--- config.mk ---
export PLATFORM = sky130hd
export DESIGN_NAME = lsram_stream_reader
export DESIGN_NICKNAME = d
export VERILOG_FILES = /design/src/rtl/lsram_pkg.sv /design/src/rtl/lsram_rd_fifo2.sv /design/src/rtl/lsram_stream_reader.sv
export SDC_FILE = /design/constraint.sdc
export NUM_CORES = 1
export LEC_CHECK = 0
export BUFFER_PORTS_ARGS = -buffer_cell sky130_fd_sc_hd__clkbuf_2
export CAP_MARGIN = 10
export CORE_ASPECT_RATIO = 0.7
export CORE_MARGIN = 4
export CORE_UTILIZATION = 55
export CTS_BUF_LIST = sky130_fd_sc_hd__clkbuf_8
export DETAILED_ROUTE_END_ITERATION = 10
export GPL_TIMING_DRIVEN = 0
export PLACE_DENSITY_LB_ADDON = 0.08
export SLEW_MARGIN = 5
export SYNTH_ARGS = -nofsm -noshare
export SYNTH_HDL_FRONTEND = slang
export SYNTH_SLANG_ARGS = --single-unit
--- constraint.sdc ---
create_clock -name aclk -period 3 [get_ports aclk]
set_input_delay 0.45 -clock aclk [delete_from_list [all_inputs] [get_ports aclk]]
set_output_delay 0.45 -clock aclk [all_outputs]
set_load 0.02 [all_outputs]
--- src/rtl/lsram_pkg.sv ---
// Shared types and default widths for the LSRAM read-side stream controller.
package lsram_pkg;

  localparam int LSRAM_DATA_WIDTH        = 36;
  localparam int LSRAM_ADDR_WIDTH        = 9;
  localparam int LSRAM_DATA_WIDTH_NARROW = 18;
  localparam int LSRAM_ADDR_WIDTH_NARROW = 10;

  typedef enum logic [1:0] {
    IDLE  = 2'd0,
    READ  = 2'd1,
    DRAIN = 2'd2
  } rd_state_e;

endpackage

--- src/rtl/lsram_rd_fifo2.sv ---
// Two-entry registered FIFO; slot0 is always the head presented downstream.
module lsram_rd_fifo2 #(
  parameter int W = 37
) (
  input  logic         aclk,
  input  logic         aresetn,
  input  logic         push,
  input  logic [W-1:0] din,
  input  logic         pop,
  output logic [W-1:0] dout,
  output logic         valid,
  output logic [1:0]   count
);

  logic [W-1:0] slot0_q, slot0_d, slot1_q, slot1_d;
  logic [1:0]   count_q, count_d;
  logic         do_pop, do_push;

  always_comb begin
    slot0_d = slot0_q;
    slot1_d = slot1_q;
    count_d = count_q;
    do_pop  = pop && (count_q != 2'd0);
    do_push = push && ((count_q != 2'd2) || do_pop);
    case ({do_push, do_pop})
      2'b01: begin
        slot0_d = slot1_q;
        count_d = count_q - 2'd1;
      end
      2'b10: begin
        if (count_q == 2'd0) slot0_d = din;
        else                 slot1_d = din;
        count_d = count_q + 2'd1;
      end
      2'b11: begin
        // Simultaneous push/pop keeps the count; the new word lands behind the survivor.
        if (count_q == 2'd1) begin
          slot0_d = din;
        end else begin
          slot0_d = slot1_q;
          slot1_d = din;
        end
      end
      default: ;
    endcase
  end

  always_ff @(posedge aclk or negedge aresetn) begin
    if (!aresetn) begin
      slot0_q <= '0;
      slot1_q <= '0;
      count_q <= 2'd0;
    end else begin
      slot0_q <= slot0_d;
      slot1_q <= slot1_d;
      count_q <= count_d;
    end
  end

  assign dout  = slot0_q;
  assign valid = (count_q != 2'd0);
  assign count = count_q;

endmodule

--- src/rtl/lsram_stream_reader.sv ---
// Sweeps an LSRAM address range and streams the words out with ready/valid.
// Optional parity checking on rd_data is enabled by defining LSRAM_READER_PARITY_EN.
module lsram_stream_reader
  import lsram_pkg::*;
#(
  parameter int DATA_WIDTH = LSRAM_DATA_WIDTH,
  parameter int ADDR_WIDTH = LSRAM_ADDR_WIDTH,
  parameter int LEN_WIDTH  = ADDR_WIDTH + 1
) (
  input  logic                  aclk,
  input  logic                  aresetn,
  input  logic                  start,
  input  logic [ADDR_WIDTH-1:0] base_addr,
  input  logic [LEN_WIDTH-1:0]  len,
  output logic                  busy,
  output logic                  done,
  output logic                  rd_en,
  output logic [ADDR_WIDTH-1:0] rd_addr,
  input  logic [DATA_WIDTH-1:0] rd_data,
  output logic                  m_valid,
  input  logic                  m_ready,
  output logic [DATA_WIDTH-1:0] m_data,
  output logic                  m_last,
  output logic                  perr
);

  rd_state_e             state_q, state_d;
  logic [ADDR_WIDTH-1:0] addr_q, addr_d, last_addr_q, last_addr_d;
  logic [LEN_WIDTH-1:0]  rem_q, rem_d;
  logic                  inflight_q, inflight_d;
  logic                  inflight_last_q, inflight_last_d;
  logic                  done_q, done_d;
  logic [1:0]            fifo_count;
  logic                  fifo_valid;
  logic [DATA_WIDTH:0]   fifo_dout;
  logic                  pop, issue;
  logic [2:0]            occupancy;

  assign pop       = fifo_valid & m_ready;
  assign occupancy = {1'b0, fifo_count} + {2'b00, inflight_q};
  // A read is issued only if its word is guaranteed a FIFO slot when it returns.
  assign issue     = (state_q == READ) && (occupancy < (3'd2 + {2'b00, pop}));

  always_comb begin
    state_d         = state_q;
    addr_d          = addr_q;
    last_addr_d     = last_addr_q;
    rem_d           = rem_q;
    done_d          = 1'b0;
    inflight_d      = issue;
    inflight_last_d = issue && (rem_q == LEN_WIDTH'(1));
    case (state_q)
      IDLE: begin
        if (start) begin
          if (len != '0) begin
            state_d = READ;
            addr_d  = base_addr;
            rem_d   = len;
          end else begin
            done_d = 1'b1;
          end
        end
      end
      READ: begin
        if (issue) begin
          addr_d      = addr_q + ADDR_WIDTH'(1);
          last_addr_d = addr_q;
          rem_d       = rem_q - LEN_WIDTH'(1);
          if (rem_q == LEN_WIDTH'(1)) state_d = DRAIN;
        end
      end
      DRAIN: begin
        if (pop && fifo_dout[DATA_WIDTH]) begin
          state_d = IDLE;
          done_d  = 1'b1;
        end
      end
      default: state_d = IDLE;
    endcase
  end

  always_ff @(posedge aclk or negedge aresetn) begin
    if (!aresetn) begin
      state_q         <= IDLE;
      addr_q          <= '0;
      last_addr_q     <= '0;
      rem_q           <= '0;
      inflight_q      <= 1'b0;
      inflight_last_q <= 1'b0;
      done_q          <= 1'b0;
    end else begin
      state_q         <= state_d;
      addr_q          <= addr_d;
      last_addr_q     <= last_addr_d;
      rem_q           <= rem_d;
      inflight_q      <= inflight_d;
      inflight_last_q <= inflight_last_d;
      done_q          <= done_d;
    end
  end

  lsram_rd_fifo2 #(
    .W(DATA_WIDTH + 1)
  ) u_fifo (
    .aclk    (aclk),
    .aresetn (aresetn),
    .push    (inflight_q),
    .din     ({inflight_last_q, rd_data}),
    .pop     (pop),
    .dout    (fifo_dout),
    .valid   (fifo_valid),
    .count   (fifo_count)
  );

`ifdef LSRAM_READER_PARITY_EN
  logic perr_q, perr_d;

  // Even parity: the XOR of the whole word, parity bit included, must be zero.
  always_comb begin
    perr_d = perr_q | (inflight_q & (^rd_data));
  end

  always_ff @(posedge aclk or negedge aresetn) begin
    if (!aresetn) perr_q <= 1'b0;
    else          perr_q <= perr_d;
  end

  assign perr = perr_q;
`else
  assign perr = 1'b0;
`endif

  assign busy    = (state_q != IDLE);
  assign done    = done_q;
  assign rd_en   = issue;
  assign rd_addr = issue ? addr_q : last_addr_q;
  assign m_valid = fifo_valid;
  assign m_data  = fifo_dout[DATA_WIDTH-1:0];
  assign m_last  = fifo_valid & fifo_dout[DATA_WIDTH];

endmodule

==> key figures <==
Layout
  – Layout fillers: 722
  – Layout cells sized above 1: 37.52%
  – Ant. Diodes: 0
  – Highest-count cells in the layout ignoring fill and taps: clkbuf_2, dfrtp_1, nor2_1, buf_4, nand2_1
  – Nets: 701
  – Design area: 6336 µm²
  – Post-layout util: 69.02%
  – Area grow syn2layout: 20.49%
  – Layout Cells excl Fill: 761
  – Most common cell after layout, fill and taps aside: clkbuf_2

GRT
  – Initial antenna violation count: 0
  – First-pass GRT wire length: 20.87 mm
  – Total global-route track usage: 22.47%
  – Vias in the first global route: 4253
  – Largest net degree at the start of global routing: 110
  – GRT overflow: 0

STA
  – Final hold slack: 0.1528 ns
  – Worst Skew: 0.005673 ns
  – Post-route clock period utilization: 94.44%
  – Slew Viols, Final: 0
  – Slew headroom: 35.39%
  – Final setup viols: 0
  – Fmax: 0.3530 GHz
  – Hold Violations, Final: 0
  – Final min period: 2.833 ns
  – Setup TNS: 0 ns
  – RSZ-0062 raised after global routing: false
  – Worst-margin pin slew: 0.9604 ns

Placement
  – Placer Congestion: 0.8859
  – Placed Instances: 738
  – I/O Buffers: 108
  – DP Area: 5963 µm²
  – Final HPWL DP: 8.830 mm

Worst setup path
  – WP depth: 9
  – CP Buf/Inv Count: 4
  – Worst setup SP type: flop
  – CP Capture Point: rd_addr[7]
  – Worst Setup End Kind: primary output
  – Worst r2r dst: u_fifo.slot1_q[10]$_DFFE_PN0P_
  – RR Startpoint: u_fifo.count[0]$_DFFE_PN0P_
  – Critical path peak fanout: 10
  – Max stage delay cell, worst path: dfrtp_1
  – Top Family by Delay on Critical Path: buffers and inverters
  – Crit. Startpoint: inflight_q$_DFF_PN0_
  – Crit path cell chain: ha_1 > ha_1 > inv_1 > o211ai_1 > buf_4 > clkbuf_4 > nand2_1 > nand2_1 > clkbuf_2
  – WP data required: 2.55 ns
  – Worst path arrival time: 2.38 ns
  – R2R cell count: 10
  – Critical setup path kind: reg2out
  – R2R setup slack: 0.24 ns
  – Slowest stage delay, CP: 0.43 ns

Synth
  – EDFF count, synth: 0
  – Primary FF master, synth: dfrtp_1
  – Post-Syn Area: 5259 µm²
  – #FFs+latches synth: 109
  – Avg Cell Area, Syn: 10.39 µm²
  – Synth top area cells: dfrtp_1, mux2_2, a22oi_1
  – Post-synthesis sequential area ratio: 51.87%
  – Largest area contributor in the netlist: dfrtp_1
  – Synth warn: 0
  – Post-synthesis cell count: 506
  – Number of unique standard cell types used by synthesis: 52
  – Syn nets: 575
  – FFs w/ async S/R, synth: 100.0%
  – Share of the synthesized area in the top cell type: 51.87%

Clocking
  – Max clock buf depth: 2
  – Root Driver: clkbuf_8
  – CTS tree: built
  – Worst skew pair latency: 0.37 ns
  – Inserted Clock Buffers: 9
  – CTS H-tree depth: 3
  – Clk sink count: 109
  – Clk pin slew, worst setup/hold paths: 0.10 ns
  – CTS hold repair buffers: 0

Route
  – DRC violation count after routing: 0
  – Routed WL: 12.44 mm
  – WL per Instance: 16.35 µm
  – First-pass DRT Iterations: 4
  – Remaining antenna violation count after routing: 0
  – DR vias: 4199
  – DR vias/cell: 5.518
  – DR iter-0 viols: 208

Floorplanning
  – Die H: 89.81 µm
  – Num rows: 29
  – IO Pins: 110
  – Die Area: 11210 µm²
  – Initial Util: 57.29%
  – Core Area: 9180 µm²
  – Die W: 124.9 µm

Flow run
  – Max-Cap Viols: 0

Status
  – Outcome: finished clean

Power and ir drop
  – Pwr Density: 1342 nW/µm²
  – Static Leak: 2.976 nW
  – VDD IR-drop max: 902.6 µV

Hold path
  – Worst hold path class: in2async
-- cell usage after synthesis, types with 4 or more instances --
cell,n
dfrtp_1,109
nand2_1,50
nor2_1,50
a21oi_1,42
a22oi_1,37
buf_4,37
mux2_2,37
clkbuf_1,17
inv_1,11
ha_1,10
o21ai_0,10
nand3_1,9
nor3_1,8
o211ai_1,7
buf_1,6
buf_2,5
a211oi_1,4
o32a_1,4
or3_1,4
-- state kept, by name (all words and copies together), names as in the netlist --
signal	count
inflight_q	1
rem_q	10
u_fifo.slot1_q	37
done	1
u_fifo.dout	37
last_addr_q	9
u_fifo.count	2
inflight_last_q	1
state_q	2
addr_q	9
-- layer usage --
metal / vias to the layer above / GRT usage (%) / wire length (µm)
li1: 2015 / - / -
met1: 2047 / 32.84 / 5841
met2: 125 / 33.27 / 5595
met3: 12 / 5.687 / 836
met4: 0 / 6.859 / 167
met5: - / 0 / 0
-- per-stage QoR --
| stage | power, mW | worst slack [ns] |
|---|---|---|
| floorplan | 5.868 | 0.3694 |
| global placement | 6.972 | -0.2410 |
| detailed placement | 7.145 | -0.3741 |
| CTS | 8.397 | -0.0004337 |
| global route | 9.163 | 0.004471 |
| finish | 8.505 | 0.1668 |
-- report_power, final --
group / total [mW] / internal [mW] / switching (mW)
sequential: 2.65 / 2.22 / 0.429
clock: 1.09 / 0.586 / 0.508
combinational: 4.76 / 2.08 / 2.69
total: 8.50 / 4.88 / 3.62
-- worst min path at each step --
stage / start / end
final: aresetn / rem_q[5]$_DFFE_PN0P_
after global routing: aresetn / rem_q[5]$_DFFE_PN0P_
after CTS: aresetn / rem_q[4]$_DFFE_PN0P_
after detailed placement: last_addr_q[1]$_DFFE_PN0P_ / last_addr_q[1]$_DFFE_PN0P_
after global placement: last_addr_q[2]$_DFFE_PN0P_ / last_addr_q[2]$_DFFE_PN0P_
after floorplan: aresetn / addr_q[0]$_DFFE_PN0P_
-- cell families (layout without fill, tap and decap cells) --
| logic type | count (synthesis) | count (layout) | share of synthesized area (%) |
|---|---|---|---|
| buffers and inverters | 77 | 208 | 8.399 |
| flip-flops | 109 | 109 | 51.87 |
| other | 1 | 1 | 0.07131 |
| AO/OA/AOI/OAI | 127 | 127 | 16.51 |
| AND/OR/NAND/NOR | 142 | 142 | 12.32 |
| adder cells (fa/ha/maj) | 10 | 10 | 2.379 |
| multiplexers | 38 | 38 | 8.113 |
| XOR/XNOR | 2 | 2 | 0.3332 |
-- final cells by class --
| cell class | instances | area [µm²] | share of cell area [%] |
|---|---|---|---|
| sequential | 109 | 2728 | 43.05 |
| multi-input combinational | 320 | 2115 | 33.37 |
| timing repair buffer | 117 | 620.6 | 9.795 |
| buffer | 63 | 411.6 | 6.497 |
| tap | 124 | 155.1 | 2.449 |
| clock buffer | 10 | 137.6 | 2.172 |
| clock inverter | 6 | 118.9 | 1.876 |
| inverter | 11 | 45.04 | 0.7109 |
| timing repair inverter | 1 | 5.005 | 0.07899 |
-- worst register-to-register path, stage by stage, from the launching register on --
cell and delay, ns:
dfrtp_1 0.41, inv_1 0.09, ha_2 0.24, nor2b_2 0.20
inv_1 0.11, a21boi_1 0.25, ha_1 0.30, nand2_1 0.11
o211ai_1 0.28, buf_4 0.31, mux2_2 0.36
-- what timing repair did --
item                       in CTS  in global routing
pin swaps                       2                  1
setup buffers                   4                  5
cloned                          0                  1
setup endpoints to repair      70                 77
gates resized for setup        16                  8
Note: power is estimated with default switching activity, not from simulation.
